===== config.mk =====
export PLATFORM = sky130hd
export DESIGN_NAME = ddr4_port_arb
export DESIGN_NICKNAME = d
export VERILOG_FILES = /design/src/rtl/ddr4_arb_pkg.sv /design/src/rtl/ddr4_rr_pick.sv /design/src/rtl/ddr4_port_arb.sv
export SDC_FILE = /design/constraint.sdc
export NUM_CORES = 1
export LEC_CHECK = 0
export ABC_CLOCK_PERIOD_IN_PS = 2060
export CORE_MARGIN = 4
export CORE_UTILIZATION = 40
export DETAILED_ROUTE_END_ITERATION = 12
export HOLD_SLACK_MARGIN = 0.08
export PLACE_DENSITY = 0.86
export SLEW_MARGIN = 15
export SYNTH_ARGS = -nofsm -noshare
export SYNTH_HDL_FRONTEND = slang
export SYNTH_SLANG_ARGS = --single-unit

===== constraint.sdc =====
create_clock -name clkin -period 2.06 [get_ports clkin]
set_input_delay 0.515 -clock clkin [delete_from_list [all_inputs] [get_ports clkin]]
set_output_delay 0.515 -clock clkin [all_outputs]
set_load 0.03 [all_outputs]

===== src/rtl/ddr4_arb_pkg.sv =====
// Shared types and default parameters for the two-port DDR4 request arbiter.
package ddr4_arb_pkg;

    localparam int ARB_AW_DEF      = 31;
    localparam int ARB_DW_DEF      = 4;
    localparam int ARB_TIMEOUT_DEF = 1024;

    typedef enum logic [1:0] {
        ST_IDLE  = 2'd0,
        ST_ISSUE = 2'd1,
        ST_BUSY  = 2'd2,
        ST_CMPL  = 2'd3
    } arb_state_e;

    function automatic logic [1:0] port_onehot(input logic idx);
        port_onehot = idx ? 2'b10 : 2'b01;
    endfunction

endpackage


===== src/rtl/ddr4_rr_pick.sv =====
// Two-way round-robin pick: the port that was not served last wins a tie.
module ddr4_rr_pick (
    input  logic [1:0] req_i,
    input  logic       last_i,
    output logic       win_o,
    output logic       valid_o
);

    // Winner select from the request pair and the last-served port.
    always_comb begin
        valid_o = |req_i;
        win_o   = 1'b0;
        case (req_i)
            2'b01:   win_o = 1'b0;
            2'b10:   win_o = 1'b1;
            2'b11:   win_o = ~last_i;
            default: win_o = 1'b0;
        endcase
    end

endmodule


===== src/rtl/ddr4_port_arb.sv =====
// Two-port arbiter in front of ddr4_cont: one outstanding transaction at a time.
// Optional watchdog enabled by defining ARB_TIMEOUT_EN.
module ddr4_port_arb
    import ddr4_arb_pkg::*;
#(
    parameter int AW      = ARB_AW_DEF,
    parameter int DW      = ARB_DW_DEF,
    parameter int TIMEOUT = ARB_TIMEOUT_DEF
) (
    input  logic            clkin,
    input  logic            crst,
    input  logic [1:0]      req,
    input  logic [1:0]      req_wr,
    input  logic [2*AW-1:0] req_addr,
    input  logic [2*DW-1:0] req_wdat,
    output logic [1:0]      gnt,
    output logic [1:0]      done,
    output logic [DW-1:0]   rdat,
    output logic [1:0]      err,
    output logic            crd,
    output logic            cwr,
    output logic [AW-1:0]   ca,
    output logic [DW-1:0]   cwdat,
    input  logic [DW-1:0]   crdat,
    input  logic            cbusy
);

    arb_state_e    state_q, state_d;
    logic          win_q, win_d;
    logic          wr_q, wr_d;
    logic          last_q, last_d;
    logic [AW-1:0] ca_q, ca_d;
    logic [DW-1:0] cwdat_q, cwdat_d;
    logic [DW-1:0] rdat_q, rdat_d;
    logic          crd_q, crd_d;
    logic          cwr_q, cwr_d;
    logic [1:0]    gnt_q, gnt_d;
    logic [1:0]    done_q, done_d;
    logic [1:0]    err_q, err_d;
    logic          pick_win_s;
    logic          pick_valid_s;
    logic          tmo_s;

    ddr4_rr_pick u_pick (
        .req_i   (req),
        .last_i  (last_q),
        .win_o   (pick_win_s),
        .valid_o (pick_valid_s)
    );

`ifdef ARB_TIMEOUT_EN
    localparam int WD_W = $clog2(TIMEOUT + 1);
    logic [WD_W-1:0] wd_q, wd_d;

    // Watchdog register.
    always_ff @(posedge clkin) begin
        if (crst) begin
            wd_q <= '0;
        end else begin
            wd_q <= wd_d;
        end
    end

    // Counts every cycle spent in ISSUE or BUSY; cleared while idle.
    always_comb begin
        wd_d  = wd_q;
        tmo_s = 1'b0;
        if (state_q == ST_IDLE) begin
            wd_d = '0;
        end else if ((state_q == ST_ISSUE) || (state_q == ST_BUSY)) begin
            wd_d  = wd_q + WD_W'(1);
            tmo_s = (wd_q == WD_W'(TIMEOUT - 1));
        end else begin
            wd_d = wd_q;
        end
    end
`else
    logic unused_timeout_s;
    assign tmo_s            = 1'b0;
    assign unused_timeout_s = (TIMEOUT > 0);
`endif

    // State and datapath registers.
    always_ff @(posedge clkin) begin
        if (crst) begin
            state_q <= ST_IDLE;
            win_q   <= 1'b0;
            wr_q    <= 1'b0;
            last_q  <= 1'b1;
            ca_q    <= '0;
            cwdat_q <= '0;
            rdat_q  <= '0;
            crd_q   <= 1'b0;
            cwr_q   <= 1'b0;
            gnt_q   <= 2'b00;
            done_q  <= 2'b00;
            err_q   <= 2'b00;
        end else begin
            state_q <= state_d;
            win_q   <= win_d;
            wr_q    <= wr_d;
            last_q  <= last_d;
            ca_q    <= ca_d;
            cwdat_q <= cwdat_d;
            rdat_q  <= rdat_d;
            crd_q   <= crd_d;
            cwr_q   <= cwr_d;
            gnt_q   <= gnt_d;
            done_q  <= done_d;
            err_q   <= err_d;
        end
    end

    // Next-state logic; strobes and pulses are computed one edge ahead so outputs stay registered.
    always_comb begin
        state_d = state_q;
        win_d   = win_q;
        wr_d    = wr_q;
        last_d  = last_q;
        ca_d    = ca_q;
        cwdat_d = cwdat_q;
        rdat_d  = rdat_q;
        crd_d   = crd_q;
        cwr_d   = cwr_q;
        gnt_d   = 2'b00;
        done_d  = 2'b00;
        err_d   = 2'b00;
        case (state_q)
            ST_IDLE: begin
                crd_d = 1'b0;
                cwr_d = 1'b0;
                if (!cbusy && pick_valid_s) begin
                    state_d = ST_ISSUE;
                    win_d   = pick_win_s;
                    wr_d    = req_wr[pick_win_s];
                    ca_d    = pick_win_s ? req_addr[2*AW-1:AW] : req_addr[AW-1:0];
                    cwdat_d = pick_win_s ? req_wdat[2*DW-1:DW] : req_wdat[DW-1:0];
                    gnt_d   = port_onehot(pick_win_s);
                    crd_d   = ~req_wr[pick_win_s];
                    cwr_d   = req_wr[pick_win_s];
                end else begin
                    state_d = ST_IDLE;
                end
            end
            ST_ISSUE: begin
                if (cbusy) begin
                    state_d = ST_BUSY;
                    crd_d   = 1'b0;
                    cwr_d   = 1'b0;
                end else if (tmo_s) begin
                    state_d = ST_IDLE;
                    crd_d   = 1'b0;
                    cwr_d   = 1'b0;
                    err_d   = port_onehot(win_q);
                    last_d  = win_q;
                end else begin
                    state_d = ST_ISSUE;
                end
            end
            ST_BUSY: begin
                if (!cbusy) begin
                    state_d = ST_CMPL;
                    done_d  = port_onehot(win_q);
                    if (!wr_q) begin
                        rdat_d = crdat;
                    end else begin
                        rdat_d = rdat_q;
                    end
                end else if (tmo_s) begin
                    state_d = ST_IDLE;
                    err_d   = port_onehot(win_q);
                    last_d  = win_q;
                end else begin
                    state_d = ST_BUSY;
                end
            end
            ST_CMPL: begin
                last_d  = win_q;
                state_d = ST_IDLE;
            end
            default: begin
                state_d = ST_IDLE;
                crd_d   = 1'b0;
                cwr_d   = 1'b0;
            end
        endcase
    end

    assign gnt   = gnt_q;
    assign done  = done_q;
    assign err   = err_q;
    assign rdat  = rdat_q;
    assign crd   = crd_q;
    assign cwr   = cwr_q;
    assign ca    = ca_q;
    assign cwdat = cwdat_q;

endmodule


Yosys cells after proc, flatten, opt, wreduce, memory -nomap -nowiden
Index checks and enable logic that the tools add are counted.

Reductions and logical operators: 10. Equality and inequality tests: 6. Bitwise gates (word level): 7. $lt $le $gt $ge: 1. Mux-type cells: 16.

Operators by type and width (number): $mux W31 (1); $eq A2 B2 Y1 const B (4); $pmux W2 S4 (1); $mux W1 (7); $not A1 Y1 (7); $mux W2 (3); $pmux W1 S2 (3); $reduce_or A3 Y1 (2); $mux W4 (1); $reduce_and A2 Y1 (2); $reduce_and A3 Y1 (1); $eq A2 B1 Y1 const B (1); $logic_not A2 Y1 (1); $lt A1 B2 Y1 const B (1); $ne A2 B2 Y1 const B (1); $reduce_bool A2 Y1 (1); $reduce_or A2 Y1 (1); $logic_and A1 B1 Y1 (1); $logic_not A1 Y1 (1).

Register bits: 50. Output and inout port bits: 47.

Longest topological paths before layout
Word-level depth: 7. Depth in mapped cells: 6. Depth with buffers taken out: 3.

By module
A second synthesis with hierarchy kept.

Cell total of the unflattened synthesis: 217. Area total of the unflattened synthesis: 2396.0 um^2.

Modules (own cells, without submodules): ddr4_port_arb (times used 1, cells each 215, area an instance 2382.3 um^2, seq. area each 1001.0 um^2); ddr4_rr_pick (times used 1, cells each 2, area an instance 13.8 um^2, seq. area each 0.0 um^2).

Worst setup path before layout
Ideal clock, no wire load.

Kind: input port to flip-flop. From: input req[1]. To: register ca_q[23], in the netlist ca[23]. Setup slack: 0.630 ns. Required time: 1.942 ns. Arrival time: 1.313 ns. Stages: 5. Path buffers: 2. Cell sequence: a21boi_2 > buf_6 > buf_6 > mux2i_1 > o2bb2ai_2.

Longest elaborated chain between the ends: 3.

RTL lines: from (decl) (RTL line ddr4_port_arb.sv:12) `input logic [1:0] req,`; $eq A2 B2 Y1 or $reduce_or A2 Y1 (tied branches) (RTL line ddr4_rr_pick.sv:13, ddr4_rr_pick.sv:11); $pmux W1 S2 or $logic_and A1 B1 Y1 (tied branches) (RTL line ddr4_rr_pick.sv:13, ddr4_port_arb.sv:132); $mux W31 or $reduce_and A2 Y1 (tied branches); to (signal assigned) (RTL line ddr4_port_arb.sv:90) `ca_q <= '0;`; to (signal assigned) (RTL line ddr4_port_arb.sv:103) `ca_q <= ca_d;`; to (decl) (RTL line ddr4_port_arb.sv:32) `logic [AW-1:0] ca_q, ca_d;`.

Several ways; a longest one is shown, not always the timed one. A chain may end at the register's enable or synchronous reset.

Worst setup path in the final report
From: register crd_q, in the netlist crd. To: output crd.

RTL lines: from (decl) (RTL line ddr4_port_arb.sv:35) `logic crd_q, crd_d;`; from (signal assigned) (RTL line ddr4_port_arb.sv:106) `crd_q <= crd_d;`; to (decl) (RTL line ddr4_port_arb.sv:20) `output logic crd,`.

No word-level cell between the ends.

==> run summary <==
==========================================================================================
Worst Reg2Reg Path Length in Cells ..........................................            4
Final count of hold timing violations .......................................            0
Most used flip-flop cell after synthesis ....................................      dfxtp_1
Total number of yosys warnings ..............................................            0
Clock slew at the register clock pins of the worst setup and hold paths .....      0.09 ns
Req. time, crit path ........................................................      1.54 ns
Area share of and/or/nand/nor cells after synthesis .........................        4.78%
Count of endpoints failing setup in the final report ........................            0
Skew-Pair Late Insertion Delay ..............................................      0.29 ns
Arrival time of data at the critical path endpoint ..........................      1.33 ns
Number of clock buffers inserted by TritonCTS ...............................            5
Worst setup slack for register-to-register paths ............................      0.72 ns
GP Congestion ...............................................................        0.719
Category of the most critical setup path ....................................   reg -> out
Result of the run ...........................................................    completed
Total I/O pin count .........................................................          128
Via/cell ratio ..............................................................         4.82
TNS Setup ...................................................................         0 ns
Vias ........................................................................         1785
Most frequent standard cell in the layout excluding fill and tap cells ...... clkdlybuf4s50_1
Capturing instance or port of the critical path .............................          crd
Design area .................................................................     3520 um2
Share of synthesized cell area in full adder, half adder and majority cells .           0%
Share of the synthesized area in the top cell type ..........................        47.8%
Count of inserted antenna diode cells .......................................            0
CTS Root Buffer Type ........................................................     clkbuf_8
Die outline height ..........................................................      80.4 um
Initial DRC Count ...........................................................           64
Hold buffer count at cts ....................................................            0
Highest net fanout along the worst path .....................................            2
Antenna violations before repair ............................................            0
MaxCap Viol Count ...........................................................            0
Net count, final ............................................................          381
Worst r2r dst ...............................................................     cwdat[1]
Compound-Gate Fraction of Synth Area ........................................        21.4%
Highest clock rate ..........................................................    0.541 GHz
Full die area ...............................................................     6460 um2
Cell types occupying the most area after synthesis .......................... dfxtp_1, mux2i_1, o2bb2ai_1
Clk_skew ....................................................................   0.00653 ns
Number of levels in the clock H-tree ........................................            2
Fin crit period .............................................................      1.85 ns
Slowest cell on the critical path ........................................... clkdlybuf4s50_1
Clock tree from TritonCTS ...................................................          yes
First-pass GRT wire length ..................................................      8.99 mm
Setup repair after global routing missed its margin .........................           no
Tot GR Track Use ............................................................        17.9%
Antenna-violating nets left .................................................            0
Number of buffers and inverters on the critical path ........................            1
Final HPWL from detailed placement ..........................................      4.51 mm
Highest ir drop seen on vdd .................................................       487 uV
Die Wd ......................................................................      80.4 um
Post-detailed-placement cell area ...........................................     3410 um2
Flip-flop and latch count after synthesis ...................................           50
Pin count of the biggest net entering global routing ........................           24
Critical path cell sequence ................................................. clkdlybuf4s50_1
DRC violations left .........................................................            0
Seq/Total Area, Yosys .......................................................        47.8%
Remaining Overflow, GRT .....................................................            0
Pleak .......................................................................      1.27 nW
Std-Cell Rows ...............................................................           26
Post-cts repair resize count ................................................            0
Buffer levels on the longest clock path .....................................            2
Synthesis-to-finish area growth .............................................        67.9%
Vias in the first global route ..............................................         1784
Netlist area before placement ...............................................     2100 um2
Placeable Area ..............................................................     5110 um2
Slowest stage delay, CP .....................................................      0.69 ns
Critical Path Source Type ...................................................     register
Number of stages on the worst setup path ....................................            1
Number of post-CTS setup repair buffers .....................................            0
Parity-gate share of the synthesized area counting xor and xnor cells .......           0%
Count of cell types in the netlist ..........................................           27
WL per Instance .............................................................      15.4 um
Cell type with the highest aggregate area in the netlist ....................      dfxtp_1
Most frequent cells in the layout ........................................... clkdlybuf4s50_1, dfxtp_1, mux2i_1
Power per cell area .........................................................   658 nW/um2
Pins Over Slew Limit ........................................................            0
Fin util ....................................................................        68.9%
Detailed Route WL ...........................................................      5.70 mm
Initial Util ................................................................        41.0%
Sinks on the clock net ......................................................           50
Final critical-path share of the clock period ...............................        89.7%
Worst hold-check path type ..................................................   reg -> reg
CP startpoint ...............................................................          crd
Pre-antenna DRT Iters .......................................................            4
Crit end category ...........................................................   output pin
Fraction of registers with async set/reset ..................................           0%
Fraction of synthesized area in multiplexers ................................        19.1%
PortBufs ....................................................................          125
Post-Synthesis Mean Instance Area ...........................................     12.3 um2
Combinational family with the most area after synthesis ..................... compound AO/OA/AOI/OAI gates
Smallest hold slack .........................................................     0.463 ns
Count of flip-flops with a built-in enable after synthesis ..................            0
Crit path max-delay family .................................................. buffers and inverters
Number of instances in the synthesized netlist ..............................          171
Layout cells sized above 1 ..................................................        9.00%
==========================================================================================
==> flip-flops by register name (all words and copies together) (netlist names), named ones only <==
register and flops:
wr_q 1, gnt 2, ca 31, win_q 1, crd 1, last_q 1, done 2, cwdat 4
cwr 1, state_q 1, rdat 4
==> final cells by class <==
| type | count | area, um2 |
|---|---|---|
| fillers | 386 | 1590 |
| clock inverters | 1 | 30.0 |
| clock buffers | 6 | 82.6 |
| repair buffers | 136 | 1350 |
| inverters | 2 | 7.51 |
| well taps | 70 | 87.6 |
| flip-flops and latches | 50 | 1000 |
| multi-input cells | 105 | 965 |
==> metrics by stage <==
stage          setup slack [ns]  power [mW]  instances
2_1_floorplan             0.630        1.36        172
3_3_place_gp              0.113        1.64        363
3_5_place_dp             0.0641        1.65        363
4_1_cts                   0.191        2.35        370
5_1_grt                   0.138        2.42        370
6_report                  0.213        2.32        370
==> synth_stat cells, drive strengths merged, types with 2 or more instances <==
library cell	count
a21boi	2
inv	2
dfxtp	50
a21oi	3
nor4	2
mux2i	40
o2bb2ai	37
nor2	7
clkbuf	2
buf	13
nand2b	2
==> kinds of logic after synthesis <==
kind of cell	after synthesis
mux	40
compound gates	47
buf+inv	17
flops	50
simple gates	16
other cells	1
==> how the worst min path moves through the flow <==
stage / start / endpoint / slack [ns] / depth (start not counted)
5_1_grt: ca[5] / ca[5] / 0.48 / 1
4_1_cts: ca[4] / ca[4] / 0.47 / 1
3_5_place_dp: ca[14] / ca[14] / 0.45 / 1
6_report: ca[4] / ca[4] / 0.46 / 1
2_1_floorplan: win_q / done[0] / 0.43 / 1
3_3_place_gp: ca[25] / ca[25] / 0.44 / 1
==> power by group <==
part / switching, mW / internal [mW]
combinational: 0.256 / 0.308
sequential: 0.0357 / 1.02
clock: 0.305 / 0.389
==> per-layer routing <==
| layer | global-route usage (%) | vias up | part of all wire, % |
|---|---|---|---|
| met5 | 0 | - | 0 |
| met4 | 6.25 | 0 | 2.0 |
| met3 | 6.17 | 9 | 8.4 |
| met2 | 31.1 | 67 | 49 |
| met1 | 20.4 | 807 | 40 |
| li1 | - | 902 | - |
Power figures use the tool's default switching activity.
